[src/rtl/imem_responder.sv]
// imem_responder
// ---------------------------------------------------------------------------
// Instruction-memory responder that sits behind the fetch stage. It issues one
// req/ack read per fetched word address, hands the returned instruction (with
// its word address) to decode, and drives the front-end pipeline enable. That
// enable stalls fetch on bus wait states and on decode back-pressure.
//
// Ports
//   clk        : clock, all state updates on posedge
//   rst        : synchronous active-high reset
//   inst_addr  : [29:0] next word address from fetch (combinational there)
//   flush      : taken jump, only meaningful on edges with pipe_en=1
//   pipe_en    : pipeline enable, feeds fetch clock enable
//   mem_req    : bus read request
//   mem_addr   : [29:0] registered bus word address
//   mem_ack    : bus read complete, mem_rdata valid this cycle
//   mem_rdata  : [31:0] bus read data
//   dec_stall  : decode cannot take a new word this cycle
//   inst       : [31:0] registered instruction word to decode
//   inst_pc    : [29:0] registered word address of inst
//   inst_valid : inst/inst_pc hold a live word
// ---------------------------------------------------------------------------
module imem_responder (
  input  logic        clk,
  input  logic        rst,
  input  logic [29:0] inst_addr,
  input  logic        flush,
  output logic        pipe_en,
  output logic        mem_req,
  output logic [29:0] mem_addr,
  input  logic        mem_ack,
  input  logic [31:0] mem_rdata,
  input  logic        dec_stall,
  output logic [31:0] inst,
  output logic [29:0] inst_pc,
  output logic        inst_valid
);

  typedef enum logic [1:0] {
    IDLE = 2'd0,
    REQ  = 2'd1,
    HOLD = 2'd2
  } state_t;

  state_t      state_reg;
  state_t      state_next;
  logic [29:0] mem_addr_reg;
  logic [31:0] inst_reg;
  logic [29:0] inst_pc_reg;
  logic        inst_valid_reg;
  logic [31:0] hold_data_reg;

  logic busy;   // decode still owns a live word it cannot take yet
  logic load;   // word moves into inst this edge
  logic park;   // bus returned data while decode is blocked

  assign busy = inst_valid_reg && dec_stall;
  assign load = !rst && pipe_en && (state_reg != IDLE);
  assign park = (state_reg == REQ) && mem_ack && busy;

  // State register
  always_ff @(posedge clk) begin
    if (rst) begin
      state_reg <= IDLE;
    end else begin
      state_reg <= state_next;
    end
  end

  // Next-state logic
  always_comb begin
    state_next = state_reg;
    case (state_reg)
      IDLE: begin
        if (!busy) state_next = REQ;
      end
      REQ: begin
        // A zero-wait ack with decode free stays in REQ for the next address.
        if (mem_ack) state_next = busy ? HOLD : REQ;
      end
      HOLD: begin
        if (!busy) state_next = REQ;
      end
      default: state_next = IDLE;
    endcase
  end

  // Output logic
  always_comb begin
    pipe_en = 1'b1;
    mem_req = (state_reg == REQ);
    // Enable stays high through reset so fetch can reset under its clock enable.
    if (!rst) begin
      case (state_reg)
        IDLE:    pipe_en = !busy;
        REQ:     pipe_en = mem_ack && !busy;
        HOLD:    pipe_en = !busy;
        default: pipe_en = 1'b1;
      endcase
    end
  end

  // Datapath registers
  always_ff @(posedge clk) begin
    if (rst) begin
      mem_addr_reg   <= 30'd0;
      inst_reg       <= 32'd0;
      inst_pc_reg    <= 30'd0;
      inst_valid_reg <= 1'b0;
      hold_data_reg  <= 32'd0;
    end else begin
      // Every enabled edge moves fetch forward, so the next request address
      // is captured whenever the pipeline advances.
      if (pipe_en) mem_addr_reg <= inst_addr;

      if (park) hold_data_reg <= mem_rdata;

      if (load) begin
        inst_reg       <= (state_reg == HOLD) ? hold_data_reg : mem_rdata;
        inst_pc_reg    <= mem_addr_reg;
        inst_valid_reg <= !flush;          // a jump drops the word in flight
      end else if (!dec_stall) begin
        inst_valid_reg <= 1'b0;            // word consumed, nothing new
      end
    end
  end

  assign mem_addr   = mem_addr_reg;
  assign inst       = inst_reg;
  assign inst_pc    = inst_pc_reg;
  assign inst_valid = inst_valid_reg;

endmodule

[config.mk]
export PLATFORM = sky130hd
export DESIGN_NAME = imem_responder
export DESIGN_NICKNAME = d
export VERILOG_FILES = /design/src/rtl/imem_responder.sv
export SDC_FILE = /design/constraint.sdc
export NUM_CORES = 1
export LEC_CHECK = 0
export ABC_AREA = 0
export BUFFER_PORTS_ARGS = -buffer_cell sky130_fd_sc_hd__buf_2
export CAP_MARGIN = 25
export CORE_UTILIZATION = 56
export DETAILED_ROUTE_END_ITERATION = 10
export PLACE_DENSITY = 0.95
export SYNTH_ARGS = -nofsm -noshare
export SYNTH_HDL_FRONTEND = slang
export SYNTH_SLANG_ARGS = --single-unit
[constraint.sdc]
create_clock -name clk -period 2.85 [get_ports clk]
set_clock_uncertainty 0.1 [all_clocks]
set_input_delay 0.1425 -clock clk [delete_from_list [all_inputs] [get_ports clk]]
set_output_delay 0.1425 -clock clk [all_outputs]
set_load 0.01 [all_outputs]
Yosys cells after proc, flatten, opt, wreduce, memory -nomap -nowiden
Cells that the tools add are included.

Bits in registers: 127. Output and inout bits: 95. Logic and storage cells: 33.

Equal/unequal tests: 5. Muxes and demuxes: 9. Reductions and logical operators: 13.

Operators by type and width (count): two-way mux 32 bit (1); logical AND 1 bit (6); two-way mux 2 bit (3); inequality test 2 x 1 -> 1 bit (second input constant) (2); case mux 2 bit (2 select lines) (1); zero test 1 bit (3); two-way mux 1 bit (3); equality test 2 x 1 -> 1 bit (second input constant) (1); equality test 2 bit (second input constant) (1); zero test 2 bit (1); inequality test 2 bit (second input constant) (1); case mux 1 bit (2 select lines) (1); AND reduction 2 bit (1); nonzero test 2 bit (1); OR reduction 2 bit (1).

Longest topological paths before layout
Word-level depth: 8. Gate-level depth with buffers: 5. Gate-level depth less buffers: 3.

Least setup slack after synthesis
OpenSTA, ideal clock, no wires.

Kind: flip-flop to output port. Start: register inst_valid_reg, in the netlist inst_valid. End: output port pipe_en. Arrival time: 1178 ps. Data required time: 2608 ps. Path slack: 1429 ps. Cell stages (with the launch flop): 6. Path buffers: 2. Path through: dfxtp_1 > and2_1 > buf_2 > o21a_1 > buf_6 > nand2_1.

Cells in the longest elaborated chain, start to end: 5.

Ends and longest elaborated chain: start, declared (RTL line 50) `logic inst_valid_reg;`; start signal, assigned (RTL line 121) `inst_valid_reg <= !flush;`; logical AND 1 bit (*) (RTL line 57) `assign busy = inst_valid_reg && dec_stall;`; zero test 1 bit (*) (RTL line 95, 96, 97); logical AND 1 bit (RTL line 96) `REQ: pipe_en = mem_ack && !busy;`; case mux 1 bit (2 select lines) (*) (RTL line 94) `case (state_reg)`; two-way mux 1 bit (*) (RTL line 93) `if (!rst) begin`; end, declared (RTL line 28) `output logic pipe_en,`.

Mark *: on every way between the ends. The rest lies on a longest branch, timed or not.

Final worst setup path
Ends and elaborated chain as after synthesis.

==> results.py <==
metrics = {
    "status": {
        "status": "complete, no violations",
    },
    "final_layout": {
        "areaGrowthSynthToFinish_pct": 33.7,
        "fin_util_pct": 78.3,
        "fin_nets": 846,
        "drive_above_1_share_pct": 34.4,
    },
    "logic_synthesis": {
        "yosys-top-cells-count": "127 x dfxtp_1, 63 x nand2_1, 62 x mux2i_1",
        "synth_cell_types": 31,
        "async_flop_share_pct": 0,
        "synth_edf_count": 0,
        "synth_largest_area_cell": "dfxtp_1",
        "ys_top_cells_by_area": "dfxtp_1 44%, mux2i_1 11%, a211oi_2 6.3%",
        "synth_top_area_share_pct": 44.0,
        "yosys_warnings": 0,
        "ys_seq_area_share_pct": 44.0,
        "synth_area_sq_mm": 0.00578,
        "syn_avg_cell_area_sq_um": 9.81,
        "yosysMostFrequentCell": "dfxtp_1",
        "netlist_instances": 589,
        "synth_fp_nets": 656,
        "synth_flop_cell": "dfxtp_1",
        "ys_ff_latch": 127,
    },
    "floorplan": {
        "die_x_microns": 104,
        "die_y_microns": 104,
        "start_util_pct": 58.6,
        "core-area_sq_mm": 0.00986,
        "dieArea_sq_mm": 0.0107,
        "rows": 36,
        "io_pins": 162,
    },
    "clocking": {
        "clkSlewWorstSetupHoldPaths_ns": 0.05,
        "cts_tree": "built",
        "htree_levels": 4,
        "clock_sinks": 127,
        "cts_buffers": 17,
        "ctsRootBufferMaster": "clkbuf_8",
        "cts_resized": 0,
        "clock_path_buffers": 2,
        "clk_latency_ns": 0.50,
        "cts_setup_buffers": 0,
    },
    "routing": {
        "via_count": 5560,
        "drc": 0,
        "ant_nets": 0,
        "drt_iter0_drc": 401,
        "avgViaCountPerCell": 6.01,
        "wire_per_inst_microns": 18.6,
        "wirelength_mm": 17.2,
        "firstDrtPassIters": 6,
    },
    "placed_design": {
        "place_congestion": 0.782,
        "place.port_buffers": 161,
        "dp_hpwl_mm": 9.72,
    },
    "pwr": {
        "irDropWorstVdd_mv": 0.311,
        "powerDensity_mw_per_mm2": 601,
        "p_leak_uw": 0.00354,
    },
    "timing": {
        "setup_violations": 0,
        "rsz0062_at_grt": "no",
        "slew_viol_final": 0,
        "timing.fmax_ghz": 0.382,
        "final-hold-violation-count": 0,
        "max_slew_margin_pct": 38.9,
        "worstMarginPinSlew_ns": 0.917,
        "finalSetupTns_ns": 0,
        "post-route-period-util_pct": 91.8,
        "min_period_ns": 2.62,
    },
    "job": {
        "drv_cap": 0,
    },
    "worst_hold_path": {
        "hp-class": "in2reg",
    },
    "grt": {
        "grt_pass1_vias": 5615,
        "grt_pass1_wl_mm": 27.5,
        "grt_max_degree": 68,
        "grt_overflow": 0,
        "track_usage_pct": 31.8,
        "antenna_found_initial": 1,
    },
    "worst_setup_path": {
        "crit_path_end_kind": "output pin",
        "crit_required_ns": 2.61,
        "critPathMaxFanout": 31,
        "start_kind": "flop",
        "worstSetupPathType": "reg2out",
        "crit_arrival_ns": 2.37,
    },
}
## where the power goes
| part | internal (uW) | switching, uW | leakage, uW |
|---|---|---|---|
| Combinational | 266 | 330 | 0.00223 |
| Clock | 1330 | 789 | 0.000278 |
| Sequential | 1860 | 62.6 | 0.00104 |
| Total | 3460 | 1180 | 0.00354 |
## worst paths after layout
kind                      from         end  slack (ns)  cells past startpoint
hold reg to reg     inst_pc[2]  inst_pc[2]        0.36                      2
hold / removal         mem_ack  inst_valid        0.07                      4
setup / recovery    inst_valid     pipe_en        0.23                      4
setup reg to reg  state_reg[0]     inst[3]        0.76                      4
## critical path: stages, from the launching register on
cell and delay, ns:
dfxtp_1 0.36, and2_2 0.32, o21a_2 0.80, nand2_1 0.18
buf_2 0.19
## timing repair
action | CTS | global route
setup endpoints to repair | 0 | 0
hold endpoints to repair | 94 | 0
hold buffers | 63 | 0
## cell usage in the layout (no fill, tap or decap), drive strengths merged, types with 2 or more instances in the layout
cell type    netlist  routed
dfxtp            127     127
clkinv             0       6
a211oi            65      65
o21ai             33      33
clkbuf            29      19
o31ai             30      30
a21oi             34      34
inv               31      32
and2               2       2
mux2i             62      62
clkinvlp           0       2
buf               40     177
nor2               2       2
nor2b              2       2
bufinv             0       3
nand3             32      32
o2111ai           30      30
nand2             63      63
dlygate4sd3        0      63
## through the flow
stage	total power [uW]	area (sq um)	setup WS, ns	cells	hold WS, ns
after floorplan	2270	5780	1.43	589	0.188
after global placement	2430	6480	0.878	829	0.293
after detailed placement	2460	6510	0.836	830	0.295
after CTS	4640	7720	0.278	924	0.0591
after global routing	4800	7730	0.133	925	0.119
final	4640	7730	0.235	925	0.0669
## cell type report
class / instances / area, sq um
diodes: 1 / 2.50
repair buffers: 240 / 1580
well taps: 133 / 166
clock buffers: 19 / 422
fillers: 570 / 2140
clock inverters: 12 / 163
inverters: 31 / 116
multi-input cells: 362 / 2740
flip-flops and latches: 127 / 2540
## cells by family after synthesis
logic type / Yosys count / synth area share (%)
AOI/OAI and AO/OA: 195 / 28.3
buffers and inverters: 100 / 9.03
DFF: 127 / 44.0
muxes: 62 / 10.7
and+or+nand+nor: 105 / 7.90
## per-layer routing
metal / GRT usage [%] / vias up / part of all wire [%]
li1: - / 2524 / -
met5: 0 / - / 0
met2: 56.3 / 317 / 51
met4: 15.5 / 0 / 3.3
met3: 6.61 / 51 / 7.1
met1: 36.4 / 2668 / 38
No activity file was read; power rests on OpenSTA's default activity.
